### config.mk
export PLATFORM = sky130hd
export DESIGN_NAME = axi_clint
export DESIGN_NICKNAME = d
export VERILOG_FILES = /design/src/rtl/axi_clint.sv
export SDC_FILE = /design/constraint.sdc
export NUM_CORES = 1
export LEC_CHECK = 0
export BUFFER_PORTS_ARGS = -buffer_cell sky130_fd_sc_hd__buf_2
export CORE_MARGIN = 2
export CORE_UTILIZATION = 46
export CTS_BUF_LIST = sky130_fd_sc_hd__clkbuf_4
export DETAILED_ROUTE_END_ITERATION = 8
export PLACE_DENSITY = 0.68
export REMOVE_ABC_BUFFERS = 1
export SYNTH_ARGS = -nofsm -noshare
export SYNTH_HDL_FRONTEND = slang
export SYNTH_SLANG_ARGS = --single-unit
### constraint.sdc
create_clock -name clk -period 7.75 [get_ports clk]
set_clock_uncertainty 0.2 [all_clocks]
set_input_delay 0.775 -clock clk [delete_from_list [all_inputs] [get_ports clk]]
set_output_delay 0.775 -clock clk [all_outputs]
set_load 0.02 [all_outputs]
### src/rtl/axi_clint.sv
// axi_clint: AXI4 slave that holds the machine timer (mtime, mtimecmp).
// It raises a registered timer interrupt (mtip) when mtime >= mtimecmp.
//
// Parameters:
//   BASE_ADDR : byte address of offset 0 (mtime at +0, mtimecmp at +8)
//   TICK_DIV  : mtime advances once every TICK_DIV clocks (>= 1)
// Ports:
//   clk, rst_n           : clock, async active-low reset
//   aw*/w*/b*            : AXI4 write address / data / response channels
//   ar*/r*               : AXI4 read address / data channels
//   mtip                 : machine timer interrupt request (registered)
// Optional feature macro: CLINT_MTIP_EN implements mtimecmp and mtip.
// Without it, offset 8 reads 0, ignores writes, and mtip is tied to 0.
module axi_clint #(
   parameter logic [31:0] BASE_ADDR = 32'h0200_0000,
   parameter int unsigned TICK_DIV  = 1
) (
   input  logic        clk,
   input  logic        rst_n,
   // write address channel
   output logic        awready,
   input  logic        awvalid,
   input  logic [31:0] awaddr,
   input  logic [3:0]  awid,
   input  logic [7:0]  awlen,
   input  logic [2:0]  awsize,
   input  logic [1:0]  awburst,
   // write data channel
   output logic        wready,
   input  logic        wvalid,
   input  logic [63:0] wdata,
   input  logic [7:0]  wstrb,
   input  logic        wlast,
   // write response channel
   input  logic        bready,
   output logic        bvalid,
   output logic [1:0]  bresp,
   output logic [3:0]  bid,
   // read address channel
   output logic        arready,
   input  logic        arvalid,
   input  logic [31:0] araddr,
   input  logic [3:0]  arid,
   input  logic [7:0]  arlen,
   input  logic [2:0]  arsize,
   input  logic [1:0]  arburst,
   // read data channel
   input  logic        rready,
   output logic        rvalid,
   output logic [1:0]  rresp,
   output logic [63:0] rdata,
   output logic        rlast,
   output logic [3:0]  rid,
   // interrupt
   output logic        mtip
);

   localparam logic [1:0] RESP_OKAY   = 2'b00;
   localparam logic [1:0] RESP_SLVERR = 2'b10;

   typedef enum logic {R_IDLE, R_DATA} r_state_t;
   typedef enum logic {W_IDLE, W_RESP} w_state_t;

   // ------------------------------------------------------------------
   // Timer
   // ------------------------------------------------------------------
   logic [31:0] presc;
   logic        tick;
   logic [63:0] mtime;

   assign tick = (presc == 32'(TICK_DIV - 1));

   // ------------------------------------------------------------------
   // Write side: AW and W are captured independently
   // ------------------------------------------------------------------
   w_state_t    w_state;
   w_state_t    w_next;
   logic        aw_held;
   logic        w_held;
   logic [31:0] aw_addr_q;
   logic [7:0]  aw_len_q;
   logic [3:0]  aw_id_q;
   logic [63:0] w_data_q;
   logic [7:0]  w_strb_q;

   logic        aw_fire;
   logic        w_fire;
   logic        wl_fire;
   logic        have_aw;
   logic        have_w;
   logic        commit;
   logic [31:0] c_addr;
   logic [31:0] c_off;
   logic [7:0]  c_len;
   logic [3:0]  c_id;
   logic [63:0] c_data;
   logic [7:0]  c_strb;
   logic [63:0] c_mask;
   logic        c_time;
   logic        c_cmp;
   logic        c_ok;
   logic        wr_time;

   assign awready = (w_state == W_IDLE) && !aw_held;
   assign wready  = (w_state == W_IDLE) && !w_held;
   assign bvalid  = (w_state == W_RESP);

   assign aw_fire = awvalid && awready;
   assign w_fire  = wvalid && wready;
   assign wl_fire = w_fire && wlast;
   assign have_aw = aw_held || aw_fire;
   assign have_w  = w_held || wl_fire;

   // The second half may arrive this cycle; commit on the same edge.
   assign commit = (w_state == W_IDLE) && have_aw && have_w;

   assign c_addr = aw_held ? aw_addr_q : awaddr;
   assign c_len  = aw_held ? aw_len_q  : awlen;
   assign c_id   = aw_held ? aw_id_q   : awid;
   assign c_data = w_held  ? w_data_q  : wdata;
   assign c_strb = w_held  ? w_strb_q  : wstrb;

   assign c_off  = c_addr - BASE_ADDR;
   assign c_time = (c_off[31:3] == 29'd0);
   assign c_cmp  = (c_off[31:3] == 29'd1);
   assign c_ok   = (c_len == 8'd0) && (c_time || c_cmp);

   assign wr_time = commit && c_ok && c_time;

   always_comb begin
      c_mask = '0;
      for (int i = 0; i < 8; i++) begin
         c_mask[8*i +: 8] = {8{c_strb[i]}};
      end
   end

   always_ff @(posedge clk or negedge rst_n) begin
      if (!rst_n) begin
         aw_held   <= 1'b0;
         w_held    <= 1'b0;
         aw_addr_q <= '0;
         aw_len_q  <= '0;
         aw_id_q   <= '0;
         w_data_q  <= '0;
         w_strb_q  <= '0;
      end else if (commit) begin
         aw_held <= 1'b0;
         w_held  <= 1'b0;
      end else begin
         if (aw_fire) begin
            aw_held   <= 1'b1;
            aw_addr_q <= awaddr;
            aw_len_q  <= awlen;
            aw_id_q   <= awid;
         end
         // Non-last beats of a burst are drained without being held.
         if (w_fire) begin
            w_held   <= wlast;
            w_data_q <= wdata;
            w_strb_q <= wstrb;
         end
      end
   end

   always_ff @(posedge clk or negedge rst_n) begin
      if (!rst_n) begin
         bresp <= RESP_OKAY;
         bid   <= '0;
      end else if (commit) begin
         bresp <= c_ok ? RESP_OKAY : RESP_SLVERR;
         bid   <= c_id;
      end
   end

   always_ff @(posedge clk or negedge rst_n) begin
      if (!rst_n) begin
         w_state <= W_IDLE;
      end else begin
         w_state <= w_next;
      end
   end

   always_comb begin
      w_next = w_state;
      unique case (w_state)
         W_IDLE:  if (commit) w_next = W_RESP;
         W_RESP:  if (bready) w_next = W_IDLE;
         default: w_next = W_IDLE;
      endcase
   end

   // ------------------------------------------------------------------
   // Timer registers
   // ------------------------------------------------------------------
   // A software write to mtime wins over a tick; presc keeps running.
   always_ff @(posedge clk or negedge rst_n) begin
      if (!rst_n) begin
         presc <= '0;
         mtime <= '0;
      end else begin
         presc <= tick ? 32'd0 : presc + 32'd1;
         if (wr_time) begin
            mtime <= (mtime & ~c_mask) | (c_data & c_mask);
         end else if (tick) begin
            mtime <= mtime + 64'd1;
         end
      end
   end

`ifdef CLINT_MTIP_EN
   logic [63:0] mtimecmp;
   logic        wr_cmp;
   logic        mtip_q;

   assign wr_cmp = commit && c_ok && c_cmp;

   always_ff @(posedge clk or negedge rst_n) begin
      if (!rst_n) begin
         mtimecmp <= '1;
      end else if (wr_cmp) begin
         mtimecmp <= (mtimecmp & ~c_mask) | (c_data & c_mask);
      end
   end

   always_ff @(posedge clk or negedge rst_n) begin
      if (!rst_n) begin
         mtip_q <= 1'b0;
      end else begin
         mtip_q <= (mtime >= mtimecmp);
      end
   end

   assign mtip = mtip_q;
`else
   assign mtip = 1'b0;
`endif

   // ------------------------------------------------------------------
   // Read side
   // ------------------------------------------------------------------
   r_state_t    r_state;
   r_state_t    r_next;
   logic [7:0]  r_len;
   logic [7:0]  r_beat;
   logic        ar_fire;
   logic        r_fire;
   logic        r_done;
   logic [31:0] r_off;
   logic        r_time;
   logic        r_cmp;
   logic        r_ok;
   logic [63:0] r_sel;

   assign arready = (r_state == R_IDLE);
   assign rvalid  = (r_state == R_DATA);

   assign ar_fire = arvalid && arready;
   assign r_fire  = rvalid && rready;
   assign r_done  = r_fire && (r_beat == r_len);

   assign r_off  = araddr - BASE_ADDR;
   assign r_time = (r_off[31:3] == 29'd0);
   assign r_cmp  = (r_off[31:3] == 29'd1);
   assign r_ok   = (arlen == 8'd0) && (r_time || r_cmp);

   // Sampled from the current flops, so a same-cycle write is not seen.
   always_comb begin
      r_sel = '0;
      if (r_time) begin
         r_sel = mtime;
      end
`ifdef CLINT_MTIP_EN
      else if (r_cmp) begin
         r_sel = mtimecmp;
      end
`endif
   end

   always_ff @(posedge clk or negedge rst_n) begin
      if (!rst_n) begin
         rid    <= '0;
         r_len  <= '0;
         r_beat <= '0;
         rdata  <= '0;
         rresp  <= RESP_OKAY;
         rlast  <= 1'b0;
      end else if (ar_fire) begin
         rid    <= arid;
         r_len  <= arlen;
         r_beat <= '0;
         rdata  <= r_ok ? r_sel : 64'd0;
         rresp  <= r_ok ? RESP_OKAY : RESP_SLVERR;
         rlast  <= (arlen == 8'd0);
      end else if (r_fire) begin
         r_beat <= r_beat + 8'd1;
         rlast  <= (r_beat + 8'd1 == r_len);
      end
   end

   always_ff @(posedge clk or negedge rst_n) begin
      if (!rst_n) begin
         r_state <= R_IDLE;
      end else begin
         r_state <= r_next;
      end
   end

   always_comb begin
      r_next = r_state;
      unique case (r_state)
         R_IDLE:  if (ar_fire) r_next = R_DATA;
         R_DATA:  if (r_done) r_next = R_IDLE;
         default: r_next = R_IDLE;
      endcase
   end

   // Burst type/size are not needed: only single 64-bit beats are served.
   logic unused;
   assign unused = ^{awsize, awburst, arsize, arburst,
                     c_off[2:0], r_off[2:0]};

endmodule
# Word-level counts from Yosys, hierarchy flattened

Index checks and enable logic that the tools add are counted.
Widths: inputs -> output; s select.

Bits of input ports: 178
ROM bits: 0
Bits in latches: 0
RAM bits: 0
Output and inout port bits: 83
Memories: 0
Register bits after elaboration: 309
Logic and storage cells: 92

Multiplexer cells: 26
Bitwise operators: 7
Reductions and logical operators: 31
Magnitude comparators: 0
Eq/ne operators: 4
Div/mod/pow operators: 0
Shifts and indexed selects: 0
Multiply operators: 0
Add/sub/neg operators: 5

Operators with widths:

| kind                   | count |
|---|---|
| $mux 64                | 5 |
| $and 64x64->64         | 2 |
| $add 64x1->64 const B  | 1 |
| $mux 32                | 2 |
| $not 64->64            | 1 |
| $or 64x64->64          | 1 |
| $sub 32x26->32 const B | 2 |
| $eq 29x1->1 const B    | 2 |
| $logic_not 29->1       | 2 |
| $add 32x1->32 const B  | 1 |
| $logic_not 32->1       | 1 |
| $mux 8                 | 4 |
| $eq 8x8->1             | 2 |
| $logic_not 8->1        | 2 |
| $logic_and 1x1->1      | 14 |
| $mux 1                 | 10 |
| $add 8x1->8 const B    | 1 |
| $reduce_bool 2->1      | 4 |
| $logic_or 1x1->1       | 4 |
| $mux 2                 | 2 |
| $mux 4                 | 1 |
| $pmux 1 s2             | 2 |
| $reduce_and 2->1       | 2 |
| $not 1->1              | 3 |
| $logic_not 1->1        | 2 |

# Depth between registers and ports, before layout

Gate-level depths: netlist (run 1).

Depth after elaboration: 9
Depth in mapped cells: 11

# Worst setup path before layout (run 1)

Ideal clock, no wire load.

Path type: in2reg
From: input port awaddr[19]
To: register with a tool-made name
Library setup time: 0.131 ns
Arrival: 2.694 ns
Cell stages on the path: 7
Slack: 4.725 ns
Cells stage by stage: or4_4 o41ai_4 a41oi_2 and2_1 buf_6 and3_1 or3_1

RTL lines:

| what        | line | RTL |
|---|---|---|
| from (decl) | 23   | `input logic [31:0] awaddr,` |

==> results of run 1 <==
## synthesized netlist by cell type, types with 3 or more instances
library cell / number
o221ai_1: 4
a311oi_1: 4
xor2_1: 15
nor2b_1: 13
a32oi_1: 4
ha_1: 4
a32o_1: 5
o211ai_1: 14
nor3_1: 23
mux2_2: 121
and3_1: 39
dfrtp_1: 304
inv_1: 18
o22a_1: 3
o22ai_1: 14
nand2_1: 98
buf_4: 6
and2_1: 15
mux2i_1: 44
o21ai_0: 15
a221oi_1: 9
nand2b_1: 10
and4_1: 11
nand3_1: 46
a21oi_1: 20
buf_2: 6
clkbuf_1: 50
o32a_1: 4
a211oi_1: 49
xnor2_1: 32
nand4_1: 33
a22o_1: 69
nor4b_1: 6
nor4_1: 31
nor2_1: 67
o31ai_1: 3
## repair_timing
item                       4_1_cts  5_1_grt
hold endpoints to repair        90        0
hold buffers                     6        0
setup endpoints to repair        0        0
gates resized for setup          0        0
setup buffers                    0        0
## critical path, delay by kind of cell, from the launching register on
family	cells	cell delay [ps]
AO/OA/AOI/OAI	2	750
flip-flops	1	620
AND/OR/NAND/NOR	4	2140
## where the power goes
| group | switching, mW | leakage (nW) | internal, mW |
|---|---|---|---|
| Clock | 0.670 | 0.664 | 0.857 |
| Combinational | 0.547 | 3.44 | 0.592 |
| Sequential | 0.250 | 3.88 | 1.96 |
| Total | 1.47 | 7.99 | 3.41 |
## final cells by class
type	instances	area [µm²]
Multi-Input combinational cell	872	6341
Antenna cell	3	7.507
Tap cell	396	495.5
Timing Repair Buffer	261	1394
Fill cell	2711	13550
Sequential cell	304	7611
Inverter	18	67.56
Clock buffer	130	975.9
Clock inverter	18	146.4
## through the flow
step                      cells  hold WS, ps  instance area, µm²
after detailed placement   1845        256.2               15850
final                      2002        56.44               17040
after floorplan            1194        242.6               14000
after global placement     1845        257.0               15850
after CTS                  1999        2.547               17030
after global routing       2000        40.11               17030
## path summary, 6_finish.rpt
check | depth (start not counted) | end
min | 3 | r_len[3]
max | 6 | register
max in group asynchronous | 3 | w_held
min in group asynchronous | 2 | w_data_q[41]
min reg2reg | 2 | rid[0]
max reg2reg | 6 | register
## cell families (layout without fill, tap and decap cells)
group | after synthesis | count (layout)
AO/OA/AOI/OAI | 241 | 241
adder cells (fa/ha/maj) | 4 | 4
flip-flops | 304 | 304
AND/OR/NAND/NOR | 412 | 412
multiplexers | 165 | 165
buffers and inverters | 83 | 427
other | 1 | 6
XOR/XNOR | 47 | 47
## layer usage
metal,vias up,global-route usage (%),part of all wire (%)
li1,5346,-,-
met1,5669,29.98,44
met2,336,35.48,46
met3,93,6.487,6.5
met4,6,9.000,2.7
met5,-,0,0.10
==> flow_summary.json, run 1 <==
{
  "seq_area_frac_synth_pct": 53.29,
  "synth_fa_ha_area_share_pct": 0.3506,
  "clkSlewWorstSetupHoldPaths_ps": 70,
  "fin_util_pct": 55.70,
  "yosysTopAreaCell": "dfrtp_1",
  "tns_ps": 0,
  "slew_headroom_pct": 24.85,
  "grt_pass1_vias": 11740,
  "muxShareOfSynthArea_pct": 12.63,
  "syn_inst": 1257,
  "h-tree-depth": 3,
  "chipWidth_um": 180.2,
  "cts_tree": "done",
  "synth_top_family_by_area": "simple AND/OR/NAND/NOR gates",
  "synthDistinctLibCells": 71,
  "antenna_found_initial": 5,
  "period_minus_slack_ps": 3851,
  "syn_area_per_cell_um2": 11.36,
  "layout_commonest_cell": "dfrtp_1",
  "worst_slew_pin_slew_ps": 1127,
  "ys_warn_count": 0,
  "status": "finished clean",
  "routedWlPerCell_um": 18.48,
  "total_power_mw": 4.873,
  "cp-end-kind": "register",
  "ys_seq_elements": 304,
  "rows": 64,
  "powerDensity_mw_per_mm2": 286.0,
  "ctsLongestPathBuffers": 3,
  "crit_path_max_fanout": 17,
  "dpl.hpwl_um": 25000,
  "drive_gt1_share_pct": 32.88,
  "hold_path_startpoint": "arlen[3]",
  "p_leak_nw": 7.985,
  "root_buffer": "clkbuf_4",
  "grt-ovfl-total": 0,
  "rsz0062_at_grt": "no",
  "holdCritPathClass": "input pin to register",
  "vias": 11450,
  "crit_slowest_cell": "and4_1",
  "required_ps": 8140,
  "max_freq_mhz": 259.7,
  "finalWirelength_um": 36990,
  "synthArstFlopShare_pct": 100.0,
  "synth_edf_count": 0,
  "cts_buffers": 84,
  "synth_area_leaders": "dfrtp_1, mux2_2, a22o_1",
  "via_per_inst": 5.719,
  "crit_start": "aw_held",
  "r2r-start": "aw_held",
  "drt_iter0_drc": 607,
  "place_ws_ps": 3703,
  "cap_violations": 0,
  "clock_latency_ps": 730,
  "max_stage_delay_ps": 800,
  "globalplace.congestion": 0.8455,
  "fin_ws_ps": 3899,
  "antenna_left": 0,
  "io_pins": 261,
  "grt_pass1_wl_um": 60380,
  "clock_sinks": 304,
  "hold_violations": 0,
  "die-area_mm2": 0.03246,
  "arrival_ps": 4240,
  "grt_max_degree": 140,
  "start_util_pct": 46.67,
  "area_delta_synth_final_pct": 19.35,
  "criticalPathCategory": "register to register",
  "start_kind": "register",
  "synth.cell_area_mm2": 0.01428,
  "slew_viol_final": 0,
  "setup_viol": 0,
  "peakVddDrop_uv": 176.5,
  "synth-simple-area-share_pct": 15.14,
  "ys.flop_type": "dfrtp_1",
  "dr.pass1.iters": 5,
  "grt_use_total_pct": 22.73,
  "crit_chain": "or4_4 > o41ai_4 > and4_1 > nand2b_1 > and3_1 > a221o_1",
  "rrSetupSlack_ps": 3900,
  "io_buffers": 241,
  "mostFrequentLayoutCells": "dfrtp_1, buf_2, clkbuf_4, mux2_2, nand2_1",
  "drc": 0,
  "core_area_mm2": 0.03059,
  "die_y_um": 180.2,
  "synth_xor_area_share_pct": 2.883,
  "synth_compound_area_share_pct": 13.24,
  "layout.nets": 1723,
  "synth_top_cell_area_share_pct": 53.29,
  "min_period_over_period_pct": 49.69
}
(Power assumes the default switching activity.)
==> run 2, diff against run 1 <==
--- a/config.mk
+++ b/config.mk
@@ -10,7 +10,7 @@
 export CORE_UTILIZATION = 46
 export CTS_BUF_LIST = sky130_fd_sc_hd__clkbuf_4
 export DETAILED_ROUTE_END_ITERATION = 8
-export PLACE_DENSITY = 0.68
+export PLACE_DENSITY = 0.71
 export REMOVE_ABC_BUFFERS = 1
 export SYNTH_ARGS = -nofsm -noshare
 export SYNTH_HDL_FRONTEND = slang
==> constraint.sdc (replaced) <==
create_clock -name clk -period 3.15 [get_ports clk]
set_clock_uncertainty 0.2 [all_clocks]
set_input_delay 0.315 -clock clk [delete_from_list [all_inputs] [get_ports clk]]
set_output_delay 0.315 -clock clk [all_outputs]
set_load 0.02 [all_outputs]
==> run 2 against run 1 <==
Net effect: via count grew 7.0%; sequential share of layout area shrank 4.0 points; worst hold slack gained 22 ps; sequential power grew 140%; final cell count grew 8.6%; largest cell class unchanged; clock power grew 120%; clock-buffer cell count shrank 12; cell area grew 9.9%; register-to-register slack lost 3800 ps.
==> flow_summary.json, run 2 (synthesis results as in run 1) <==
{
  "status": "finished clean",
  "dr.pass1.iters": 6,
  "p_leak_nw": 8.701,
  "rows": 64,
  "swShare_pct": 31.26,
  "cp-end-kind": "register",
  "p_switching_mw": 3.729,
  "multiInputGateArea_mm2": 0.006406,
  "fin_ws_ps": 126.2,
  "antenna_left": 0,
  "mostFrequentLayoutCells": "dfrtp_1, buf_2, dlygate4sd3_1, mux2_2, clkbuf_4",
  "worst_slew_pin_slew_ps": 746.7,
  "fin_hold_ws_ps": 78.55,
  "crit_slowest_cell": "dfrtp_1",
  "cp.depth": 8,
  "area_delta_synth_final_pct": 31.22,
  "r2r-start": "aw_held",
  "root_buffer": "clkbuf_4",
  "met2_length_um": 19250,
  "required_ps": 3510,
  "regArea_mm2": 0.007611,
  "crit_path_max_fanout": 8,
  "layout_commonest_cell": "dfrtp_1",
  "rrSetupSlack_ps": 130,
  "layout.nets": 1899,
  "hold_violations": 0,
  "p_int_mw": 8.200,
  "io_buffers": 241,
  "holdCritPathClass": "input pin to asynchronous set/reset pin",
  "setup_viol": 0,
  "clockPowerShare_pct": 28.2,
  "wl_met3_um": 2364,
  "criticalPathCategory": "register to register",
  "postCtsSetupBuffers": 0,
  "h-tree-depth": 3,
  "grt_use_total_pct": 24.59,
  "crit_chain": "buf_4 > nor4_1 > nand4_1 > a221oi_4 > nand3_4 > and3_1 > a211oi_1 > a211oi_1",
  "slew_viol_final": 0,
  "finalWirelength_um": 40030,
  "cpMostUsedCell": "a211oi_1",
  "cts_buffers": 82,
  "slew_headroom_pct": 50.04,
  "p_seq_share_pct": 44.9,
  "start_util_pct": 46.67,
  "grt_pass1_wl_um": 64920,
  "io_pins": 261,
  "die-area_mm2": 0.03246,
  "dr.max_layer_used": "met4",
  "place_area_mm2": 0.01613,
  "dpl.hpwl_um": 26450,
  "chipWidth_um": 180.2,
  "period_minus_slack_ps": 3024,
  "fin_util_pct": 61.24,
  "rsz0062_at_grt": "no",
  "drc": 0,
  "cts_tree": "done",
  "routedWlPerCell_um": 18.41,
  "antenna_found_initial": 2,
  "core_area_mm2": 0.03059,
  "grt_pass1_vias": 12600,
  "max_stage_delay_ps": 430,
  "grt_max_degree": 65,
  "grt-ovfl-total": 0,
  "crit_family": "simple AND/OR/NAND/NOR gates",
  "die_y_um": 180.2,
  "max_freq_mhz": 330.7,
  "clkSlewWorstSetupHoldPaths_ps": 60,
  "crit_buf_inv": 1,
  "globalplace.congestion": 0.8901,
  "combPwrFrac_pct": 26.9,
  "fin_area_mm2": 0.01873,
  "powerDensity_mw_per_mm2": 636.8,
  "reg2reg_depth": 8,
  "peakVddDrop_uv": 428.5,
  "ctsLongestPathBuffers": 3,
  "nFillCells": 2474,
  "place_ws_ps": 33.84,
  "cap_violations": 0,
  "vias": 12250,
  "start_kind": "register",
  "arrival_ps": 3380,
  "total_power_mw": 11.93,
  "wl_met1_um": 17280,
  "drive_gt1_share_pct": 31.38,
  "via_per_inst": 5.636,
  "clock_sinks": 304,
  "clock_latency_ps": 700,
  "drt_iter0_drc": 767,
  "min_period_over_period_pct": 95.99
}
## run 2: changes by cell type in the layout (fill, tap and decap cells not counted), sizes merged
cell         previous run  this run
clkinv                 15        22
dlygate4sd3             6       152
buf                   255       287
clkbuf                130       118
bufinv                  3         0
inv                    18        20
## run 2: worst max-delay path by stage
stage,slack (ps),from,endpoint
after floorplan,-3370,rvalid,rdata[0]
after global routing,10,aw_held,register
after detailed placement,30,aw_held,register
after CTS,50,presc[0],register
final,130,aw_held,register
after global placement,100,aw_held,register
## run 2: layer usage
metal / GRT usage, % / vias up
met4: 9.613 / 0
met5: 0 / -
met3: 5.517 / 89
met1: 32.27 / 6064
met2: 39.82 / 396
li1: - / 5704
## run 2: power groups by stage
stage	Clock (mW)	Combinational [mW]	Sequential [mW]
6_report	3.36	3.21	5.36
3_3_place_gp	0	2.92	5.35
5_1_grt	3.67	3.48	5.48
4_1_cts	3.45	3.20	5.34
3_5_place_dp	0	3.01	5.42
2_1_floorplan	0	2.00	5.49
## run 2: repair_timing
| item | in CTS | in global routing |
|---|---|---|
| endpoints found under the setup margin | 1 | 27 |
| hold buffers | 153 | 0 |
| hold endpoints to repair | 564 | 0 |
| pin swaps | 0 | 1 |
| resized for setup | 2 | 13 |
## run 2: metrics by stage
stage,std cells,setup TNS (ps)
after CTS,2171,0
after global placement,1876,0
after global routing,2173,0
after detailed placement,1876,0
final,2174,0
after floorplan,1194,-439240
## run 2: layout make-up
type	instances	area share, %
flip-flops and latches	304	40.63
clock buffers	118	4.729
well taps	396	2.645
clock inverters	24	0.5009
repair buffers	439	16.90
inverters	18	0.3607
multi-input cells	872	34.20
diodes	3	0.04007
## run 2: worst register-to-register path, delay by kind of cell, from the launching register on
| family | cells | cell delay, ps |
|---|---|---|
| flip-flops | 1 | 430 |
| buffers and inverters | 1 | 180 |
| AO/OA/AOI/OAI | 3 | 890 |
| AND/OR/NAND/NOR | 4 | 1200 |
==> run 3, diff against run 2 <==
--- a/config.mk
+++ b/config.mk
@@ -5,12 +5,14 @@
 export SDC_FILE = /design/constraint.sdc
 export NUM_CORES = 1
 export LEC_CHECK = 0
+export ABC_AREA = 1
 export BUFFER_PORTS_ARGS = -buffer_cell sky130_fd_sc_hd__buf_2
 export CORE_MARGIN = 2
 export CORE_UTILIZATION = 46
 export CTS_BUF_LIST = sky130_fd_sc_hd__clkbuf_4
+export CTS_CLUSTER_SIZE = 28
 export DETAILED_ROUTE_END_ITERATION = 8
-export PLACE_DENSITY = 0.71
+export PLACE_DENSITY = 0.7
 export REMOVE_ABC_BUFFERS = 1
 export SYNTH_ARGS = -nofsm -noshare
 export SYNTH_HDL_FRONTEND = slang
==> run 3 against run 2 <==
Net effect: final cell count grew 43%; synthesized area grew 14%; maximum frequency down 1.4%; register-to-register slack better by 90 ps; highest routed layer unchanged; sequential power is 0.7% lower; synthesized cell count is 71% higher; non-clock buffer count is 7 higher; via count grew 32%; setup slack worse by 44 ps; critical path type is now input pin to register; combinational power fell by 2%; total power grew 0.43%.
==> flow_summary.json, run 3 <==
{
  "status": "finished clean",
  "synth_compound_area_share_pct": 9.794,
  "rows": 68,
  "use_met3_pct": 6.048,
  "grt.busiest_layer": "met2",
  "ctsLongestPathBuffers": 3,
  "synth_top_family_by_area": "simple AND/OR/NAND/NOR gates",
  "start_kind": "input pin",
  "syn_inst": 2145,
  "fin_ws_ps": 82.13,
  "chipWidth_um": 192.0,
  "synth_top_cell_area_share_pct": 46.82,
  "arrival_ps": 3550,
  "clock_latency_ps": 760,
  "vias": 16180,
  "synthArstFlopShare_pct": 100.0,
  "grt_max_degree": 80,
  "muxShareOfSynthArea_pct": 2.741,
  "fin_hold_ws_ps": 79.22,
  "drt_iter0_drc": 1245,
  "cts_buffers": 85,
  "yosysTopAreaCell": "dfrtp_1",
  "routedWlPerCell_um": 16.58,
  "setup_viol": 0,
  "clkSlewWorstSetupHoldPaths_ps": 80,
  "die_y_um": 192.0,
  "worst_slew_pin_slew_ps": 854.5,
  "max_freq_mhz": 326.0,
  "peakVddDrop_uv": 522.8,
  "tns_ps": 0,
  "root_buffer": "clkbuf_4",
  "synthDistinctLibCells": 46,
  "cap_violations": 0,
  "ys_top_cells_by_count": "nand2_1, dfrtp_1, inv_1",
  "ys_warn_count": 0,
  "cts_tree": "done",
  "powerDensity_mw_per_mm2": 576.6,
  "required_ps": 3630,
  "fin_area_mm2": 0.02078,
  "synth-simple-area-share_pct": 28.56,
  "slew_headroom_pct": 43.03,
  "min_period_over_period_pct": 97.39,
  "mostFrequentLayoutCells": "nand2_1, dfrtp_1, inv_1, buf_2, nor2_1",
  "finalWirelength_um": 51670,
  "r2r-start": "bvalid",
  "io_buffers": 241,
  "grt-ovfl-total": 0,
  "h-tree-depth": 3,
  "clock_sinks": 304,
  "crit_chain": "dlygate4sd3_1 > buf_2 > nor4b_1 > dlygate4sd3_1 > nand4_1 > dlygate4sd3_1 > nor2_1 > buf_6 > nand3_1 > dlygate4sd3_1 > nand2_1",
  "die-area_mm2": 0.03684,
  "hold_path_startpoint": "arvalid",
  "synth_xor_area_share_pct": 2.965,
  "layout_commonest_cell": "nand2_1",
  "globalplace.congestion": 0.9409,
  "synth_edf_count": 0,
  "syn_area_per_cell_um2": 7.575,
  "final_cells": 3117,
  "start_util_pct": 46.93,
  "drc": 0,
  "layout.nets": 2786,
  "period_minus_slack_ps": 3068,
  "dpl.hpwl_um": 35580,
  "grt_util_met2_pct": 46.38,
  "antenna_found_initial": 2,
  "grt_pass1_wl_um": 81990,
  "max_stage_delay_ps": 610,
  "drive_gt1_share_pct": 18.27,
  "synth.cell_area_mm2": 0.01625,
  "grt_pass1_vias": 16000,
  "criticalPathCategory": "input pin to register",
  "crit_start": "araddr[28]",
  "p_leak_nw": 10.57,
  "via_per_inst": 5.191,
  "ys.flop_type": "dfrtp_1",
  "dp_cells": 2803,
  "post-synth-top-count-cell": "nand2_1",
  "synth_fa_ha_area_share_pct": 0.3080,
  "area_delta_synth_final_pct": 27.87,
  "place_ws_ps": 246.9,
  "dr.pass1.iters": 6,
  "ys_seq_elements": 304,
  "grtUsageMet1_pct": 37.31,
  "place_area_mm2": 0.01802,
  "io_pins": 261,
  "cp-end-kind": "register",
  "crit_path_max_fanout": 6,
  "seq_area_frac_synth_pct": 46.82,
  "cpMostUsedCell": "dlygate4sd3_1",
  "hold_violations": 0,
  "antenna_left": 0,
  "core_area_mm2": 0.03463,
  "slew_viol_final": 0,
  "grt_use_total_pct": 28.30,
  "crit_slowest_cell": "dlygate4sd3_1",
  "holdCritPathClass": "input pin to register",
  "synth_area_leaders": "dfrtp_1, nand2_1, o21ai_0"
}
-- run 3: cell count changes after synthesis, sizes merged, moves of 85 or more --
cell   change
mux2      -85
inv      +265
nand2    +466
nor2     +168
nand3    +100
o21ai    +199
-- run 3: area by class of cell --
cell class | instances | area, µm²
multi-input cells | 1483 | 7258
repair buffers | 446 | 3248
well taps | 455 | 569.3
fillers | 3052 | 13850
clock inverters | 23 | 121.4
flip-flops and latches | 304 | 7609
inverters | 284 | 1066
diodes | 2 | 5.005
clock buffers | 120 | 900.9
-- run 3: critical path, delay by kind of cell --
| family | cells | cell delay (ps) |
|---|---|---|
| buffers and inverters | 6 | 2570 |
| AND/OR/NAND/NOR | 5 | 670 |
-- run 3: kinds of logic (layout without fill, tap and decap cells) --
kind of cell    Yosys count  in the layout
flops                   304            304
buf+inv                 360            873
compound gates          297            297
mux                      40             40
fa+ha+maj                 4              4
xor+xnor                 55             55
other cells               1              5
simple gates           1084           1084
-- run 3: final timing paths --
check | endpoint | slack (ps) | depth (start not counted)
setup / recovery | rdata[54] | 80 | 11
hold / removal | rvalid | 80 | 4
setup reg to reg | register | 220 | 9
hold reg to reg | w_strb_q[0] | 270 | 2
max in group asynchronous | asynchronous set/reset pin | 1710 | 4
min in group asynchronous | w_data_q[32] | 390 | 3
-- run 3: layer usage --
metal	vias up	share of wire, %
met3	92	7.5
met4	0	2.3
met5	-	0
li1	7879	-
met2	624	47
met1	7585	43
-- run 3: power by group --
| part | total, mW | internal (mW) | switching, mW | leakage, nW |
|---|---|---|---|---|
| sequential | 5.32 | 4.78 | 0.538 | 3.86 |
| clock | 3.53 | 1.82 | 1.71 | 0.611 |
| combinational | 3.13 | 1.31 | 1.82 | 6.10 |
-- run 3: through the flow --
stage	total power [mW]	utilization [%]
floorplan	7.162	-
global placement	8.006	52.03
detailed placement	8.145	52.03
CTS	11.97	59.89
global route	12.76	60.00
finish	11.98	60.00
-- run 3: timing repair --
action / CTS / global route
buffers inserted: 0 / 2
endpoints found under the setup margin: 0 / 9
hold buffers: 168 / 0
endpoints found under the hold margin: 517 / 0
gates resized for setup: 0 / 5
